--- src/rtl/enc_bin2gray_pkg.sv ---
// enc_bin2gray_pkg: shared constants and reference encode/decode functions
// for the binary-to-Gray encoder slice.
// Optional feature macro used by this slice: ENC_BIN2GRAY_CHECK_EN
package enc_bin2gray_pkg;

   // Default data width of the encoder; legal range is 1..64.
   localparam int ENC_WIDTH_DEFAULT = 12;

   // Widest word the helper functions handle.
   localparam int ENC_WIDTH_MAX = 64;

   // Reflected-binary encode. Narrower words are zero-extended by the
   // caller, so the upper zero bits leave the result unchanged.
   function automatic logic [ENC_WIDTH_MAX-1:0] bin2gray(
      input logic [ENC_WIDTH_MAX-1:0] b
   );
      return b ^ (b >> 1);
   endfunction

   // Reflected-binary decode: b[MSB] = g[MSB], b[i] = b[i+1] ^ g[i].
   // Zero-extended upper bits decode to zero and do not disturb the rest.
   function automatic logic [ENC_WIDTH_MAX-1:0] gray2bin(
      input logic [ENC_WIDTH_MAX-1:0] g
   );
      logic [ENC_WIDTH_MAX-1:0] b;
      b = '0;
      b[ENC_WIDTH_MAX-1] = g[ENC_WIDTH_MAX-1];
      for (int i = ENC_WIDTH_MAX - 2; i >= 0; i--) begin
         b[i] = b[i+1] ^ g[i];
      end
      return b;
   endfunction

endpackage

--- src/rtl/gray2bin_dec.sv ---
// gray2bin_dec: purely combinational Gray-to-binary decoder, used by the
// round-trip checker in enc_bin_to_gray.
module gray2bin_dec
   import enc_bin2gray_pkg::*;
#(
   parameter int WIDTH = ENC_WIDTH_DEFAULT
) (
   input  logic [WIDTH-1:0] i_gray,
   output logic [WIDTH-1:0] o_bin
);

   logic [WIDTH-1:0] w_bin;

   // Prefix-XOR from the MSB down: each binary bit is the parity of all
   // Gray bits at and above it.
   always_comb begin
      w_bin = '0;
      w_bin[WIDTH-1] = i_gray[WIDTH-1];
      for (int i = WIDTH - 2; i >= 0; i--) begin
         w_bin[i] = w_bin[i+1] ^ i_gray[i];
      end
   end

   assign o_bin = w_bin;

endmodule

--- src/rtl/enc_bin_to_gray.sv ---
// enc_bin_to_gray: registered binary-to-Gray encoder with one clock of
// latency. Optional round-trip self-check enabled by ENC_BIN2GRAY_CHECK_EN.
//
// Handshake: there is no back-pressure. A word is accepted on every rising
// edge where in_valid=1 and rst=0; its Gray code appears on gray after that
// edge with out_valid=1 for exactly one cycle. With in_valid=0, gray holds
// and out_valid is 0. rst wins over in_valid on the same edge.
module enc_bin_to_gray
   import enc_bin2gray_pkg::*;
#(
   parameter int WIDTH = ENC_WIDTH_DEFAULT
) (
   input  logic             clk,
   input  logic             rst,
   input  logic             in_valid,
   input  logic [WIDTH-1:0] bin,
   output logic             out_valid,
`ifdef ENC_BIN2GRAY_CHECK_EN
   output logic             chk_err,
`endif
   output logic [WIDTH-1:0] gray
);

   logic [WIDTH-1:0] w_gray_next;
   logic [WIDTH-1:0] r_gray;
   logic             r_out_valid;

   // Inline encoder: each Gray bit is the XOR of a binary bit and its
   // upper neighbour; the MSB passes through (bin >> 1 shifts in a zero).
   assign w_gray_next = bin ^ (bin >> 1);

   // Capture path: register the encoded word and its valid flag.
   always_ff @(posedge clk) begin
      if (rst) begin
         r_gray      <= '0;
         r_out_valid <= 1'b0;
      end else begin
         r_out_valid <= in_valid;
         if (in_valid) begin
            r_gray <= w_gray_next;
         end
      end
   end

   assign gray      = r_gray;
   assign out_valid = r_out_valid;

`ifdef ENC_BIN2GRAY_CHECK_EN
   logic [WIDTH-1:0] r_bin_copy;
   logic [WIDTH-1:0] w_dec_bin;
   logic             r_chk_err;

   // Keep the binary word that produced r_gray, captured on the same edge.
   always_ff @(posedge clk) begin
      if (rst) begin
         r_bin_copy <= '0;
      end else if (in_valid) begin
         r_bin_copy <= bin;
      end
   end

   gray2bin_dec #(
      .WIDTH (WIDTH)
   ) u_dec (
      .i_gray (r_gray),
      .o_bin  (w_dec_bin)
   );

   // Sticky error: a decoded word that disagrees with its source during a
   // valid cycle flags chk_err on the following edge until reset.
   always_ff @(posedge clk) begin
      if (rst) begin
         r_chk_err <= 1'b0;
      end else if (r_out_valid && (w_dec_bin != r_bin_copy)) begin
         r_chk_err <= 1'b1;
      end
   end

   assign chk_err = r_chk_err;
`endif

endmodule

--- config.mk ---
export PLATFORM = sky130hd
export DESIGN_NAME = enc_bin_to_gray
export DESIGN_NICKNAME = d
export VERILOG_FILES = /design/src/rtl/enc_bin2gray_pkg.sv /design/src/rtl/gray2bin_dec.sv /design/src/rtl/enc_bin_to_gray.sv
export SDC_FILE = /design/constraint.sdc
export NUM_CORES = 1
export LEC_CHECK = 0
export ABC_AREA = 0
export ABC_CLOCK_PERIOD_IN_PS = 800
export CAP_MARGIN = 20
export CORE_UTILIZATION = 31
export DETAILED_ROUTE_END_ITERATION = 7
export GPL_ROUTABILITY_DRIVEN = 1
export GPL_TIMING_DRIVEN = 1
export SYNTH_ARGS = -nofsm -noshare
export SYNTH_HDL_FRONTEND = slang
export SYNTH_SLANG_ARGS = --single-unit
--- constraint.sdc ---
create_clock -name clk -period 0.8 [get_ports clk]
set_input_delay 0.16 -clock clk [delete_from_list [all_inputs] [get_ports clk]]
set_output_delay 0.16 -clock clk [all_outputs]
set_load 0.01 [all_outputs]
==> flow_summary.ini <==
[detailed_routing]
drt-initial-drc-count = 7
avgViaCountPerCell = 4.288
dr.pass1.iters = 4
wl_microns = 1308
wl_per_cell_microns = 11.08
drc = 0
ant_nets = 0
via_count = 506

[finish]
post_layout_nonfiller_instances = 118
drive_above_1_share_pct = 54.26
syn2layout_area_growth_pct = 88.14
diodes = 0
fin_area_sq_um = 1052
nNetsFinal = 110

[setup_path]
critPathMaxStageDelay_ps = 330
startpoint_type = flop
critical_path.cell_chain = buf_6
reg2reg_to = gray[1]
r2r_cells = 3
crit_arrival_ps = 720
critPathLaunch = gray[3]
cp-endpoint = gray[3]
cp_max_fo = 2
worstSetupPathType = reg2out
r2r-start = gray[1]
cp.required_ps = 640
end_kind = output port
regToRegSetupSlack_ps = 20
cp.depth = 1
critPathTopFamily = flip-flops
crit_buf_inv = 1
slowest_stage = dfxtp_2

[die]
core_sq_um = 1594
die_h_microns = 44.48
dieArea_sq_um = 1978
ios = 28
die-width_microns = 44.48
fp-row-count = 14
initial_utilization_pct = 35.09

[timing]
timing.fmax_mhz = 1135
setup-violations-final = 13
fin_crit_ps = 881.1
setup_ws_ps = -81.08
maxSlewViolCount = 0
rsz0062_at_grt = yes
tightest_slew_ps = 205.1
hold_violations = 0
slew_headroom_pct = 86.24
skew_ps = 0
fin_crit_sh_pct = 110.1
fin_tns_setup_ps = -967.6

[synthesis]
yosysSeqAreaShare_pct = 46.53
synth_cells = 52
synth_seq_cells = 13
syn_avg_cell_area_sq_um = 10.76
synth_fp_nets = 67
synth_warnings = 0
synth_area_sq_um = 559.3
ys_types = 10

[power]
switchingPower_mw = 0.4142
ir_drop_uv = 861.8
seqPwrFrac_pct = 46.4
power.combinational.fraction_pct = 28.2
p_clk_share_pct = 25.4
power.density_nw_per_um2 = 1514
sw_frac_of_total_pct = 25.99
p_int_mw = 1.179
leakage_nw = 0.4859

[global_routing]
grt-ovfl-total = 0
grt_pass1_wl_microns = 2187
grt_pass1_vias = 517
antenna_found_initial = 0
grt_max_degree = 14
grt.total_usage_pct = 15.27

[clock_tree]
holdBufCountCts = 0
cts_tree = built
clock_sinks = 13
clk_latency_ps = 270
cts_root_buf = clkbuf_4
cts.htree.levels = 1
cts_buffers = 3
clockBufferDepth = 2
clkTransAtPathRegs_ps = 80

[status]
status = finished, violations left
violations = setup timing

[worst_hold_path]
min_from = bin[4]
hp-class = in2reg

[placement]
io_buffers = 27
place_inst = 109
dpl.hpwl_microns = 866.1
placed_area_sq_um = 915.9
place_congestion = 0.6124
pre_cts_slack_ps = -418.7

[flow_run]
cap_violations = 0
-- stage by stage --
stage	hold slack (ps)	total power, mW	util, %
finish	242.9	1.594	66.01
global route	255.4	1.686	66.01
CTS	365.0	1.594	62.17
detailed placement	486.5	1.145	57.46
global placement	472.5	1.141	57.46
floorplan	231.6	0.9058	-
-- final cells by class --
type                            count  area (sq um)
Multi-Input combinational cell     36         285.3
Fill cell                         133         541.8
Tap cell                           24         30.03
Timing Repair Buffer               41         435.4
Sequential cell                    13         275.3
Clock buffer                        4         26.28
-- logic make-up (layout without fill, tap and decap cells) --
logic type      after synthesis  after routing  synth area share [%]
simple gates                 13             13                 9.172
buf+inv                       3             45                 4.250
compound gates               11             11                 21.03
flops                        13             13                 46.53
xor+xnor                     11             11                 17.23
mux                           1              1                 1.790
-- registers in the layout, summed over array words and instances (netlist names) --
register and count:
gray 12, out_valid 1
-- power groups by stage --
stage | clock network (mW) | logic, mW | registers (mW)
after floorplan | 0 | 0.147 | 0.759
after global placement | 0 | 0.405 | 0.736
after detailed placement | 0 | 0.409 | 0.736
after CTS | 0.427 | 0.428 | 0.740
after global routing | 0.459 | 0.482 | 0.746
final | 0.405 | 0.449 | 0.740
-- cell usage after synthesis --
| cell type | count | area share (%) |
|---|---|---|
| nor2b_1 | 1 | 1.1 |
| nor2_1 | 12 | 8.1 |
| buf_2 | 1 | 0.89 |
| xnor2_1 | 11 | 17 |
| buf_6 | 1 | 2.0 |
| a211oi_2 | 7 | 16 |
| buf_4 | 1 | 1.3 |
| mux2i_1 | 1 | 1.8 |
| dfxtp_1 | 13 | 47 |
| a211oi_1 | 4 | 5.4 |
-- cells in the final DEF (no fill, tap or decap) --
| master | n |
|---|---|
| buf_6 | 15 |
| dfxtp_2 | 12 |
| nor2_1 | 11 |
| xnor2_1 | 10 |
| buf_4 | 9 |
| a211oi_2 | 7 |
| dlymetal6s2s_1 | 7 |
| a211oi_1 | 4 |
| clkdlybuf4s50_1 | 4 |
| clkbuf_4 | 3 |
| dlygate4sd2_1 | 3 |
| buf_12 | 2 |
| xnor2_2 | 1 |
| nor2_2 | 1 |
| mux2i_1 | 1 |
| nor2b_1 | 1 |
| clkbuf_1 | 1 |
| dfxtp_1 | 1 |
| buf_2 | 1 |
-- worst min path at each step --
stage,to,slack [ps],cells past startpoint
detailed placement,gray[2],490,2
floorplan,out_valid,230,1
CTS,gray[0],360,3
global placement,gray[0],470,2
global route,gray[2],260,3
finish,gray[3],240,3
-- per-layer routing --
layer,vias to the layer above,wire (microns),GRT usage [%]
met5,-,0,0
met4,0,0,5.455
met1,224,598,17.75
met2,22,622,24.71
met3,0,86,6.939
li1,260,-,-
-- what timing repair did --
item,in CTS,in global routing
setup endpoints to repair,25,21
gates resized for setup,81,11
pin swaps,1,1
buffers inserted,3,2
Note: power is estimated with default switching activity, not from simulation.
